==> config.mk <==
export PLATFORM = sky130hd
export DESIGN_NAME = circulant_transpose_buffer
export DESIGN_NICKNAME = d
export VERILOG_FILES = /design/src/rtl/circ_pkg.sv /design/src/rtl/circulant_bank_array.sv /design/src/rtl/circulant_transpose_buffer.sv
export SDC_FILE = /design/constraint.sdc
export NUM_CORES = 1
export LEC_CHECK = 0
export BUFFER_PORTS_ARGS = -buffer_cell sky130_fd_sc_hd__buf_4
export CAP_MARGIN = 10
export CORE_MARGIN = 3
export CORE_UTILIZATION = 57
export CTS_CLUSTER_SIZE = 14
export DETAILED_ROUTE_END_ITERATION = 10
export PLACE_DENSITY_LB_ADDON = 0.2
export SLEW_MARGIN = 25
export SYNTH_ARGS = -nofsm -noshare
export SYNTH_HDL_FRONTEND = slang
export SYNTH_SLANG_ARGS = --single-unit
==> constraint.sdc <==
create_clock -name clk -period 6.7 [get_ports clk]
set_clock_uncertainty 0.1 [all_clocks]
set_input_delay 1.005 -clock clk [delete_from_list [all_inputs] [get_ports clk]]
set_output_delay 1.005 -clock clk [all_outputs]
set_load 0.01 [all_outputs]
==> src/rtl/circ_pkg.sv <==
// Shared constants and index helpers for the circulant transpose buffer.
// Rotations act on element indices within an N-element row (N power of two).
package circ_pkg;

  localparam logic MODE_TRANSPOSE = 1'b1;
  localparam logic MODE_PASS      = 1'b0;

  function automatic int addr_len(input int n);
    return $clog2(n);
  endfunction

  // element index i rotated left by k positions in an n-element row
  function automatic int rotate_left(
    input int i,
    input int k,
    input int n
  );
    return (i + k) & (n - 1);
  endfunction

  // element index i rotated right by k positions in an n-element row
  function automatic int rotate_right(
    input int i,
    input int k,
    input int n
  );
    return (i - k + n) & (n - 1);
  endfunction

endpackage

==> src/rtl/circulant_bank_array.sv <==
// N simple dual-port element banks, shared write address, per-bank
// read address, one-cycle registered read port on every bank.
module circulant_bank_array #(
  parameter int NUM_BANKS = 4,
  parameter int WIDTH     = 8,
  parameter int DEPTH_LEN = 3
) (
  input  logic                           clk,
  input  logic                           wr_en,
  input  logic [DEPTH_LEN-1:0]           wr_addr,
  input  logic [NUM_BANKS*WIDTH-1:0]     wr_data,
  input  logic                           rd_en,
  input  logic [NUM_BANKS*DEPTH_LEN-1:0] rd_addr,
  output logic [NUM_BANKS*WIDTH-1:0]     rd_data
);

  for (genvar b = 0; b < NUM_BANKS; b++) begin : g_bank
    logic [WIDTH-1:0] mem [2**DEPTH_LEN];
    logic [WIDTH-1:0] rdq;
    logic [DEPTH_LEN-1:0] ra;

    assign ra = rd_addr[b*DEPTH_LEN +: DEPTH_LEN];

    // bank storage: one write and one registered read per cycle
    always_ff @(posedge clk) begin
      if (wr_en) begin
        mem[wr_addr] <= wr_data[b*WIDTH +: WIDTH];
      end
      if (rd_en) begin
        rdq <= mem[ra];
      end
    end

    assign rd_data[b*WIDTH +: WIDTH] = rdq;
  end

endmodule

==> src/rtl/circulant_transpose_buffer.sv <==
// Ping-pong streaming matrix transpose over circulant-skewed banks.
// One row in per beat, one column (or row) out per beat.
module circulant_transpose_buffer
  import circ_pkg::*;
#(
  parameter int MATRIX_DIM = 4,
  parameter int COL_WIDTH  = 8,
  parameter int ROW_WIDTH  = MATRIX_DIM * COL_WIDTH,
  parameter int ADDR_LEN   = addr_len(MATRIX_DIM)
) (
  input  logic                clk,
  input  logic                rst,
  input  logic                s_valid,
  output logic                s_ready,
  input  logic [ROW_WIDTH-1:0] s_data,
  input  logic                s_mode,
  input  logic                s_last,
  output logic                m_valid,
  input  logic                m_ready,
  output logic [ROW_WIDTH-1:0] m_data,
  output logic [ADDR_LEN-1:0] m_idx,
  output logic                m_last,
  output logic                err_len
);

  localparam int N  = MATRIX_DIM;
  localparam int W  = COL_WIDTH;
  localparam int DL = ADDR_LEN + 1;
  localparam logic [ADDR_LEN-1:0] LAST = ADDR_LEN'(N - 1);

  logic [1:0]          full, full_nxt;
  logic [1:0]          mode;
  logic                wr_page, rd_page;
  logic [ADDR_LEN-1:0] wr_cnt, rd_cnt;
  logic                accept, wr_done;
  logic                issue, rd_done, pop;
  logic                rd_transpose;
  logic [2:0]          slots;

  logic                inf_v, inf_last;
  logic [ADDR_LEN-1:0] inf_idx;

  logic [ROW_WIDTH-1:0] wr_data, rd_data, unskew;
  logic [N*DL-1:0]      rd_addr;

  logic [ROW_WIDTH-1:0] f_data [2];
  logic [ADDR_LEN-1:0]  f_idx  [2];
  logic                 f_last [2];
  logic                 head, tail;
  logic [1:0]           cnt;

  assign s_ready = !full[wr_page];
  assign accept  = s_valid && s_ready;
  assign wr_done = (wr_cnt == LAST);

  assign m_valid = (cnt != 2'd0);
  assign m_data  = f_data[head];
  assign m_idx   = f_idx[head];
  assign m_last  = f_last[head];
  assign pop     = m_valid && m_ready;
  assign tail    = head ^ cnt[0];

  // queue space counts the beat in flight and the beat leaving now
  assign slots   = {1'b0, cnt} + {2'b0, inf_v} - {2'b0, pop};
  assign issue   = full[rd_page] && (slots < 3'd2);
  assign rd_done = (rd_cnt == LAST);
  assign rd_transpose = (mode[rd_page] == MODE_TRANSPOSE);

  // skew: row r element c lands in bank (r+c) mod N
  always_comb begin
    wr_data = '0;
    for (int b = 0; b < N; b++) begin
      wr_data[b*W +: W] =
        s_data[rotate_right(b, int'(wr_cnt), N)*W +: W];
    end
  end

  // per-bank read row: diagonal for a column, flat for a row
  always_comb begin
    rd_addr = '0;
    for (int b = 0; b < N; b++) begin
      rd_addr[b*DL +: DL] = {rd_page, rd_transpose
        ? ADDR_LEN'(rotate_right(b, int'(rd_cnt), N))
        : rd_cnt};
    end
  end

  // unskew: output element r comes from bank (r+idx) mod N
  always_comb begin
    unskew = '0;
    for (int r = 0; r < N; r++) begin
      unskew[r*W +: W] =
        rd_data[rotate_left(r, int'(inf_idx), N)*W +: W];
    end
  end

  // page full flags: writer completion and reader release both apply
  always_comb begin
    full_nxt = full;
    if (accept && wr_done) full_nxt[wr_page] = 1'b1;
    if (issue && rd_done)  full_nxt[rd_page] = 1'b0;
  end

  circulant_bank_array #(
    .NUM_BANKS (N),
    .WIDTH     (W),
    .DEPTH_LEN (DL)
  ) u_banks (
    .clk     (clk),
    .wr_en   (accept),
    .wr_addr ({wr_page, wr_cnt}),
    .wr_data (wr_data),
    .rd_en   (issue),
    .rd_addr (rd_addr),
    .rd_data (rd_data)
  );

  // page, counter, mode and length-error control
  always_ff @(posedge clk or posedge rst) begin
    if (rst) begin
      full     <= '0;
      mode     <= '0;
      wr_page  <= 1'b0;
      rd_page  <= 1'b0;
      wr_cnt   <= '0;
      rd_cnt   <= '0;
      err_len  <= 1'b0;
      inf_v    <= 1'b0;
      inf_idx  <= '0;
      inf_last <= 1'b0;
    end else begin
      full <= full_nxt;
      if (accept) begin
        if (wr_cnt == '0) mode[wr_page] <= s_mode;
        if (s_last != wr_done) err_len <= 1'b1;
        if (wr_done) begin
          wr_page <= ~wr_page;
          wr_cnt  <= '0;
        end else begin
          wr_cnt  <= wr_cnt + 1'b1;
        end
      end
      if (issue) begin
        if (rd_done) begin
          rd_page <= ~rd_page;
          rd_cnt  <= '0;
        end else begin
          rd_cnt  <= rd_cnt + 1'b1;
        end
      end
      inf_v    <= issue;
      inf_idx  <= rd_cnt;
      inf_last <= rd_done;
    end
  end

  // two-entry output queue fed by the bank read pipeline
  always_ff @(posedge clk or posedge rst) begin
    if (rst) begin
      head <= 1'b0;
      cnt  <= '0;
      for (int i = 0; i < 2; i++) begin
        f_data[i] <= '0;
        f_idx[i]  <= '0;
        f_last[i] <= 1'b0;
      end
    end else begin
      if (inf_v) begin
        f_data[tail] <= unskew;
        f_idx[tail]  <= inf_idx;
        f_last[tail] <= inf_last;
      end
      head <= head ^ pop;
      cnt  <= cnt + {1'b0, inf_v} - {1'b0, pop};
    end
  end

endmodule

==> impl_results.md <==
* Number of synthesized flops with an enable pin at 288
* CTS Root Cell: clkbuf_16
* Via density at 6.27
* Gates resized, CTS repair at 0
* Largest net degree at the start of global routing at 67
* Non-Filler Instances at ~1500
* WP data required at 5.59 ns
* Synth-to-layout area growth at 13.6%
* Final period util at about 50%
* Clock net sink count at 376
* Row count at 62
* Fin util at 66.4%
* CP startpoint: head
* Worst min-delay path category: in2async
* Ys Warns at 0
* Max-slew violations at 0
* Sw power at 0.00364 W
* PortBufs at 75
* Mean Syn Cell Area at about 17 sq um
* Mapped Area at 16900 sq um
* Internal at 0.00687 W
* Final TNS setup at 0 ns
* Startpoint types: flip-flop
* Number of synthesized register bits at 376
* Vias in the first global route at 9396
* CP max-delay cell: dfrtp_1
* Die Y at 178 um
* Max Clk Rate at 297 MHz
* Antenna-violating nets left at 0
* Buf/Inv on CP at 2
* Vias post-DR at 9228
* Crit path to: m_data[13]
* Combinational Power Share at 42.5%
* Critical path depth at 3
* Clock transition at path regs at ~0.060 ns
* Worst Path Arrival at between 2 and 2.5 ns
* # Max-Cap Violations at 0
* Sequential-to-total area share from yosys stat at ~64%
* Post-CTS Setup Inserts at 0
* Asr flop ratio synth at between 20% and 30%
* CTS tree: yes
* Run status: finished, final reports clean
* Clock buffer count from CTS at 39
* DRC viols at 0
* Top FF cell, synth: edfxtp_1
* DR WL/cell at approximately 25 um
* Reg2reg path depth at 4
* Largest delay share family, worst path: flip-flops
* Worst setup EP type: primary output
* Finish-stage setup viols at 0
* Initial Util at 58.4%
* RSZ-0062 raised after global routing: false
* RePlAce Congestion at 0.757
* Placed Cells at between 1000 and 1500
* Capturing point of the worst reg2reg path: u_banks.g_bank[0].rdq[3]
* Clock network power share at around 20%
* Share of cells above drive strength 1 at a little over a third
* CP Cell Sequence: buf_4 > mux2_2 > buf_4
* Number of diodes at 0
* Tightest Pin Transition at ~0.94 ns
* Nets at about 1100
* Most frequent cells in the layout: edfxtp_1, mux2_2, mux2i_1, buf_4, dfrtp_1
* Hold Fails Final Rpt at 0
* Reg-to-reg slack, setup at 3.51 ns
* Pwr Density at between 500 and 600 nW/um^2
* Static Leak at 7.01 nW
* Ports at 76
* Drt pass-1 iters at 5
* Overall Power at roughly 0.011 W
* Initial antenna violation count at 0
* Layout fillers at between 1500 and 2000
* Syn Nets at 1026
* Worst r2r src: rd_page
* Max clock buf depth at 3
* Synthesized instance count at about 980
* Clk_lat worst skew at 0.52 ns
* Commonest non-fill, non-tap cell in the layout: edfxtp_1
* First DRT Iteration DRCs at 778
* Reg area at 10900 sq um
* CP max stage delay at 0.73 ns
* Die width at approximately 180 um
* H-tree levels at 2
* Routed WL at between 30000 and 40000 um
* Total track usage at between 20% and 30%
* Most used cell, CP: buf_4
* Sw frac at 34.6%
* Setup CP Type: reg2out
* Library cells used by synthesis at 48
* Multi-input logic area at about 5800 sq um
* Die ar. at around 32000 sq um
* Post-layout min period at 3.37 ns
* Max Fanout on Critical Path at 23
* Relative slew slack at a little under two fifths
* Global-route wire length before repair at 55800 um
* Cts-stage hold buffer count at 0
* Final hold slack at 0.375 ns
* Core area at 29000 sq um
* Post-DP HPWL at 23100 um
* Flop pwr share at 36.9%
* Worst vdd ir at 0.000255 V
* Total overflow reported by the global router at 0
[kinds of logic after synthesis]
logic type / synth area share (%)
compound gates: 2.94
xor+xnor: 0.354
fa+ha+maj: 0.487
buf+inv: 2.15
flops: 64.0
mux: 27.0
simple gates: 2.99
[power by group through the flow]
| stage | clock network (W) | logic [W] | registers [W] |
|---|---|---|---|
| after global placement | 0 | 0.00437 | 0.00390 |
| after detailed placement | 0 | 0.00444 | 0.00393 |
| after global routing | 0.00229 | 0.00478 | 0.00395 |
| after CTS | 0.00220 | 0.00447 | 0.00389 |
| after floorplan | 0 | 0.00326 | 0.00375 |
| final | 0.00217 | 0.00447 | 0.00388 |
[cells in the mapped netlist (6+ instances only)]
cell,number,area (sq um)
o211ai_1,16,120
nand2b_1,6,37.5
edfxtp_1,288,8650
mux2_2,127,1430
mux2_1,6,67.6
mux2i_1,124,1240
or4_1,8,60.1
buf_2,18,90.1
nand2_1,48,180
dfrtp_1,88,2200
o22ai_1,32,200
clkbuf_1,23,86.3
nor2_1,25,93.8
o22a_1,8,70.1
mux4_2,78,1760
buf_1,12,45.0
inv_1,10,37.5
[flip-flops by register name, summed over array words and instances, names as in the netlist, 2 cells and up]
register	cells
mode	2
f_idx	4
full	2
f_last	2
u_banks.g_bank.rdq	32
cnt	2
inf_idx	2
u_banks.g_bank.mem	256
rd_cnt	2
wr_cnt	2
f_data	64
[worst min path at each step]
| stage | startpoint | end | slack [ns] | cells after the start |
|---|---|---|---|---|
| floorplan | rd_cnt[1] | inf_idx[1] | 0.29 | 0 |
| global placement | err_len | err_len | 0.36 | 1 |
| detailed placement | err_len | err_len | 0.37 | 1 |
| CTS | rst | f_data[27] | 0.38 | 2 |
| global route | rst | f_data[27] | 0.39 | 2 |
| finish | rst | f_data[27] | 0.38 | 2 |
[routing by layer]
metal	wire [um]	share of wire, %	track usage, %
met1	15500	43	33.0
met2	17700	49	38.2
met3	2360	6.5	3.92
met4	867	2.4	6.46
met5	0	0	0
[layout make-up]
cell class | instances | area share [%]
Multi-Input combinational cell | 534 | 30.2
Tap cell | 384 | 2.50
Clock inverter | 10 | 0.234
Timing Repair Buffer | 97 | 3.82
Inverter | 10 | 0.201
Sequential cell | 376 | 56.4
Clock buffer | 61 | 6.65
[per-stage QoR]
stage | area, sq um | setup slack [ns]
final | 19300 | 3.33
after global routing | 19300 | 3.20
after CTS | 19200 | 3.24
after detailed placement | 17900 | 3.17
after global placement | 17900 | 3.23
after floorplan | 16900 | 1.33
Power figures use the tool's default switching activity.
